**src/rtl/servo_sched_pkg.sv**
```systemverilog
// Shared types and default constants for the servo frame scheduler.
package servo_sched_pkg;

  typedef enum logic [2:0] {
    IDLE,
    FSTART,
    SLOT,
    PULSE,
    GAP,
    FWAIT
  } schedState_t;

  typedef logic [11:0] usWidth_t;

  localparam int MAX_CH         = 8;
  localparam int DEF_N_CH       = 8;
  localparam int DEF_TICK_DIV   = 80;
  localparam int DEF_FRAME_US   = 20000;
  localparam int DEF_MIN_US     = 500;
  localparam int DEF_MAX_US     = 2400;
  localparam int DEF_GAP_US     = 10;

  // Zero means "channel disabled" and must survive the clamp untouched.
  function automatic usWidth_t clampUs(input usWidth_t v, input usWidth_t lo, input usWidth_t hi);
    if (v == '0)
      return '0;
    else if (v < lo)
      return lo;
    else if (v > hi)
      return hi;
    else
      return v;
  endfunction

endpackage

```
**src/rtl/servo_frame_scheduler_timer.sv**
```systemverilog
// Microsecond down-timer: expired strobes in the last cycle of loadVal*TICK_DIV cycles after load.
// Load restarts the prescaler; clr/reset stop it; no backpressure.
module us_tick_timer
  import servo_sched_pkg::*;
#(
  parameter int TICK_DIV = DEF_TICK_DIV
) (
  input  logic     inCLK,
  input  logic     reset,
  input  logic     clr,
  input  logic     load,
  input  usWidth_t loadVal,
  output logic     expired
);

  localparam int PW = $clog2(TICK_DIV + 1);

  logic [PW-1:0] preCnt;
  usWidth_t      usCnt;
  logic          running;
  logic          lastTick;

  assign lastTick = (preCnt == PW'(TICK_DIV - 1));
  assign expired  = running && lastTick && (usCnt == 12'd1);

  always_ff @(posedge inCLK) begin
    if (reset || clr) begin
      running <= 1'b0;
      preCnt  <= '0;
      usCnt   <= '0;
    end else if (load) begin
      running <= (loadVal != '0);
      preCnt  <= '0;
      usCnt   <= loadVal;
    end else if (running) begin
      if (lastTick) begin
        preCnt <= '0;
        usCnt  <= usCnt - 12'd1;
        if (usCnt == 12'd1)
          running <= 1'b0;
      end else begin
        preCnt <= preCnt + PW'(1);
      end
    end
  end

endmodule

```
**src/rtl/servo_frame_scheduler.sv**
```systemverilog
// Time-multiplexed servo pulse scheduler: one shared timer, one pulse per enabled channel per frame.
// First rising edge 2 cycles after frame_start; writes are accepted every cycle, no backpressure.
module servo_frame_scheduler
  import servo_sched_pkg::*;
#(
  parameter int N_CH     = DEF_N_CH,
  parameter int TICK_DIV = DEF_TICK_DIV,
  parameter int FRAME_US = DEF_FRAME_US,
  parameter int MIN_US   = DEF_MIN_US,
  parameter int MAX_US   = DEF_MAX_US,
  parameter int GAP_US   = DEF_GAP_US
) (
  input  logic            inCLK,
  input  logic            reset,
  input  logic            enable,
  input  logic            wr_en,
  input  logic [2:0]      wr_ch,
  input  logic [11:0]     wr_us,
  output logic [N_CH-1:0] servo_out,
  output logic            frame_start,
  output logic [2:0]      active_ch,
  output logic            busy,
  output logic            overrun
);

  localparam int FRAME_CYC = FRAME_US * TICK_DIV;
  localparam int FCW       = $clog2(FRAME_CYC);
  localparam logic [FCW-1:0] FRAME_TC = FCW'(FRAME_CYC - 1);

  schedState_t     state;
  logic [2:0]      ch;
  logic [FCW-1:0]  frameCnt;
  usWidth_t        pend [MAX_CH];
  usWidth_t        act  [MAX_CH];
  logic [MAX_CH-1:0] servoReg;

  logic     wrOk;
  usWidth_t wrVal;
  logic     lastCh;
  logic     frameDone;
  logic     slotLoad;
  logic     tmrLoad;
  usWidth_t tmrVal;
  logic     tmrExpired;

  assign wrOk      = wr_en && (32'(wr_ch) < 32'(N_CH));
  assign wrVal     = clampUs(wr_us, usWidth_t'(MIN_US), usWidth_t'(MAX_US));
  assign lastCh    = (ch == 3'(N_CH - 1));
  assign frameDone = (frameCnt == FRAME_TC);
  assign slotLoad  = (state == SLOT) && (act[ch] != '0);
  assign tmrLoad   = enable && (slotLoad || ((state == PULSE) && tmrExpired));
  assign tmrVal    = (state == SLOT) ? act[ch] : usWidth_t'(GAP_US);
  assign servo_out = servoReg[N_CH-1:0];

  us_tick_timer #(
    .TICK_DIV (TICK_DIV)
  ) uTimer (
    .inCLK   (inCLK),
    .reset   (reset),
    .clr     (!enable),
    .load    (tmrLoad),
    .loadVal (tmrVal),
    .expired (tmrExpired)
  );

  always_ff @(posedge inCLK) begin
    if (reset) begin
      state       <= IDLE;
      ch          <= '0;
      frameCnt    <= '0;
      servoReg    <= '0;
      frame_start <= 1'b0;
      active_ch   <= '0;
      busy        <= 1'b0;
      overrun     <= 1'b0;
      for (int i = 0; i < MAX_CH; i++) begin
        pend[i] <= '0;
        act[i]  <= '0;
      end
    end else begin
      if (wrOk)
        pend[wr_ch] <= wrVal;
      frame_start <= 1'b0;

      if (!enable) begin
        state     <= IDLE;
        ch        <= '0;
        frameCnt  <= '0;
        servoReg  <= '0;
        active_ch <= '0;
        busy      <= 1'b0;
      end else begin
        // Saturating frame counter; a late frame finishes and restarts immediately.
        if (!frameDone)
          frameCnt <= frameCnt + FCW'(1);
        if (frameDone && (state == SLOT || state == PULSE || state == GAP))
          overrun <= 1'b1;

        case (state)
          IDLE: begin
            frameCnt    <= '0;
            state       <= FSTART;
            frame_start <= 1'b1;
          end
          FSTART: begin
            for (int i = 0; i < MAX_CH; i++)
              act[i] <= pend[i];
            if (wrOk)
              act[wr_ch] <= wrVal;
            frameCnt <= '0;
            ch       <= '0;
            state    <= SLOT;
          end
          SLOT: begin
            if (act[ch] != '0) begin
              servoReg  <= MAX_CH'(1) << ch;
              active_ch <= ch;
              busy      <= 1'b1;
              state     <= PULSE;
            end else if (lastCh) begin
              state       <= frameDone ? FSTART : FWAIT;
              frame_start <= frameDone;
            end else begin
              ch <= ch + 3'd1;
            end
          end
          PULSE: begin
            if (tmrExpired) begin
              servoReg <= '0;
              state    <= GAP;
            end
          end
          GAP: begin
            if (tmrExpired) begin
              busy <= 1'b0;
              if (lastCh) begin
                state       <= frameDone ? FSTART : FWAIT;
                frame_start <= frameDone;
              end else begin
                ch    <= ch + 3'd1;
                state <= SLOT;
              end
            end
          end
          FWAIT: begin
            if (frameDone) begin
              state       <= FSTART;
              frame_start <= 1'b1;
            end
          end
          default: state <= IDLE;
        endcase
      end
    end
  end

endmodule

```
**config.mk**
```make
export PLATFORM = sky130hd
export DESIGN_NAME = servo_frame_scheduler
export DESIGN_NICKNAME = d
export VERILOG_FILES = /design/src/rtl/servo_sched_pkg.sv /design/src/rtl/servo_frame_scheduler_timer.sv /design/src/rtl/servo_frame_scheduler.sv
export SDC_FILE = /design/constraint.sdc
export NUM_CORES = 1
export LEC_CHECK = 0
export BUFFER_PORTS_ARGS = -buffer_cell sky130_fd_sc_hd__buf_4
export CAP_MARGIN = 20
export CORE_MARGIN = 2
export CORE_UTILIZATION = 49
export DETAILED_ROUTE_END_ITERATION = 8
export PLACE_DENSITY_LB_ADDON = 0.12
export RECOVER_POWER = 100
export SYNTH_ARGS = -nofsm -noshare
export SYNTH_HDL_FRONTEND = slang
export SYNTH_SLANG_ARGS = --single-unit
```
**constraint.sdc**
```tcl
create_clock -name inCLK -period 2.4 [get_ports inCLK]
set_input_delay 0.12 -clock inCLK [delete_from_list [all_inputs] [get_ports inCLK]]
set_output_delay 0.12 -clock inCLK [all_outputs]
set_load 0.005 [all_outputs]
```
==> results_dict.tcl <==
set metrics [dict create \
    drt_iter0_drc 863 \
    route.detailed.drc 0 \
    die_w_um 158 \
    path_class "reg2reg" \
    dpl_cell_area_um2 12600 \
    fp-row-count 56 \
    reg2reg_depth 8 \
    worstPathRequired_ps 2790 \
    cp_num_buf_inv 2 \
    path_max_fanout 9 \
    design_area_um2 13600 \
    final_common_cell "edfxtp_1" \
    start_util_pct 49.7 \
    netlist_instances 1036 \
    grt_pass1_wl_mm 45.2 \
    drt-total-wl_mm 29.7 \
    hold_slack_ps 26.4 \
    root_buffer "clkbuf_16" \
    vias 8393 \
    core_area_um2 23400 \
    grt_max_degree 39 \
    combPwrFrac_pct 7.0 \
    drv_slew 0 \
    cts_tree "yes" \
    intPower_w 0.00738 \
    hold_path_class "in2reg" \
    n_antenna_cell 0 \
    postRouteAntennaNets 0 \
    end_kind "flip-flop" \
    crit_chain "buf_12 -> mux4_2 -> mux2i_2 -> nand4_1 -> buf_4 -> o31a_1 -> nor2_1 -> o22ai_1" \
    dieArea_um2 25000 \
    syn_area_um2 11600 \
    clock_latency_ps 530 \
    dr.pass1.iters 5 \
    die_y_um 158 \
    timing.final.crit_share_pct 100 \
    port_buffers 32 \
    p_per_area_nw_per_um2 705 \
    clock_skew_ps 8.51 \
    wl_per_cell_um 20.4 \
    grt_use_total_pct 24.2 \
    antenna_found_initial 0 \
    ios 33 \
    p_leak_nw 4.58 \
    path_delay_family "multiplexers" \
    clockPowerShare_pct 39.8 \
    async_flop_share_pct 0 \
    setup_ws_ps -9.66 \
    syn-mean-instance-area_um2 11.2 \
    routed_via_density 5.76 \
    synthFlopType "edfxtp_1" \
    violations "negative setup slack" \
    routabilityCongestion 0.869 \
    startpoint_type "flip-flop" \
    final_nets 1149 \
    period_minus_slack_ps 2410 \
    area_growth_pct 16.4 \
    grt_pass1_vias 7867 \
    max_stage_delay_ps 520 \
    crit_arrival_ps 2800 \
    status "finished, violations left" \
    syn-num-nets 1063 \
    ys_warn_count 0 \
    synth_edf_count 192 \
    rsz0062_at_grt "yes" \
    clockBufferDepth 3 \
    htree_levels 1 \
    hold_viol 0 \
    drive_above_1_share_pct 16.1 \
    cp.depth 8 \
    finalSetupViolCount 3 \
    yosysSeqAreaShare_pct 60.5 \
    maxSlewHeadroom_pct 49.9 \
    sw_frac_of_total_pct 22.8 \
    cp_slowest_cell "mux4_2" \
    overflow 0 \
    cts_buffers 27 \
    place_hpwl_mm 20.8 \
    worst_slew_pin_slew_ps 751 \
    p_sw_w 0.00218 \
    ys_ff_latch 256 \
    cap_viol_max_count 0 \
    n_fill_cell 2009 \
    cts_num_sinks 256 \
    max_freq_mhz 415 \
    ir_worst_vdd_uv 543 \
    synth_cell_types 54 \
    p_seq_share_pct 53.2 \
    cts.clk_slew.worst_paths_ps 60 \
    final_cell_mix "edfxtp_1 (192), nor2_1 (149), o21ai_0 (90), nand3_1 (88), buf_4 (68)" \
    rrSetupSlack_ps -10 \
]
## registers in the layout, indices dropped and copies added, names as in the netlist, named ones only
register	count
state	3
ch	3
pend	96
frame_start	1
active_ch	3
uTimer.running	1
uTimer.preCnt	7
overrun	1
busy	1
frameCnt	21
act	96
servo_out	8
uTimer.usCnt	12
## per-stage QoR
step                      setup TNS, ps  std cells  util (%)  total power (W)  setup WS [ps]
final                             -20.3       1458      57.9          0.00956          -9.66
after global routing              -2060       1458      57.9          0.00985           -118
after CTS                             0       1452      58.0          0.00960           1.63
after detailed placement           -261       1396      54.1          0.00582          -39.5
after global placement                0       1396      54.1          0.00581           17.9
after floorplan                       0       1036         -          0.00547            113
## worst min-delay path by stage
stage / from / endpoint / slack [ps] / cells past startpoint
finish: enable / overrun / 30 / 5
global route: enable / overrun / 60 / 5
CTS: enable / overrun / 7 / 5
detailed placement: servo_out[6] / servo_out[6] / 450 / 2
global placement: servo_out[3] / servo_out[3] / 450 / 2
floorplan: enable / overrun / 370 / 4
## synthesized netlist by cell type, drive strengths merged, types with 9 or more instances
master	instances	area, µm²
edfxtp	192	5770
nor2	150	563
o21ai	98	490
nand3	89	445
dfxtp	64	1280
clkbuf	57	214
nand2	56	210
nor3	40	205
a21oi	33	165
nand3b	28	210
mux4	24	541
xnor2	20	175
nand2b	18	113
nand4	17	113
inv	15	56.3
mux2i	15	163
xor2	14	123
buf	12	91.3
o31ai	11	96.3
o22ai	10	62.6
nor4	9	56.3
## power by group through the flow
stage	combinational, W	clock, W	sequential, W
3_5_place_dp	0.000639	0	0.00518
4_1_cts	0.000666	0.00385	0.00509
3_3_place_gp	0.000635	0	0.00518
5_1_grt	0.000724	0.00403	0.00510
2_1_floorplan	0.000363	0	0.00511
6_report	0.000669	0.00380	0.00509
## cell families (layout without fill, tap and decap cells)
| family | after synthesis | count (layout) | synth area share [%] |
|---|---|---|---|
| xor gates and xnor gates | 34 | 34 | 2.56 |
| buffers and inverters | 84 | 187 | 3.11 |
| and+or+nand+nor | 440 | 440 | 18.4 |
| AOI/OAI and AO/OA | 175 | 175 | 8.52 |
| adders and majority gates | 8 | 8 | 0.860 |
| muxes | 39 | 39 | 6.04 |
| DFF | 256 | 256 | 60.5 |
## final cells by class
type	instances	area (µm²)	share of cell area (%)
sequential	256	7050	52.0
tap	319	399	2.94
clock buffer	32	694	5.12
clock inverter	14	90.1	0.665
inverter	15	56.3	0.415
multi-input combinational	696	4320	31.9
timing repair buffer	126	940	6.93
## worst reg2reg max path, stage by stage, from the launching register on
cell and delay [ps]:
dfxtp_4 390, buf_12 150, mux4_2 520, mux2i_2 200, nand4_1 200, buf_4 210, o31a_1 390, nor2_1 120
o22ai_1 90
## layer usage
layer	vias to the layer above	track usage (%)	wire, µm
met5	-	0	0
met4	0	6.22	637
met3	37	3.48	1810
met2	258	40.3	14400
met1	4099	33.5	12800
li1	3999	-	-
## what timing repair did
action | CTS | global route
cloned | 1 | 1
buffers inserted | 7 | 5
endpoints found under the setup margin | 16 | 40
pin swaps | 5 | 9
hold buffers | 2 | 0
gates resized for setup | 9 | 19
endpoints found under the hold margin | 2 | 0
No activity file was read; power rests on OpenSTA's default activity.
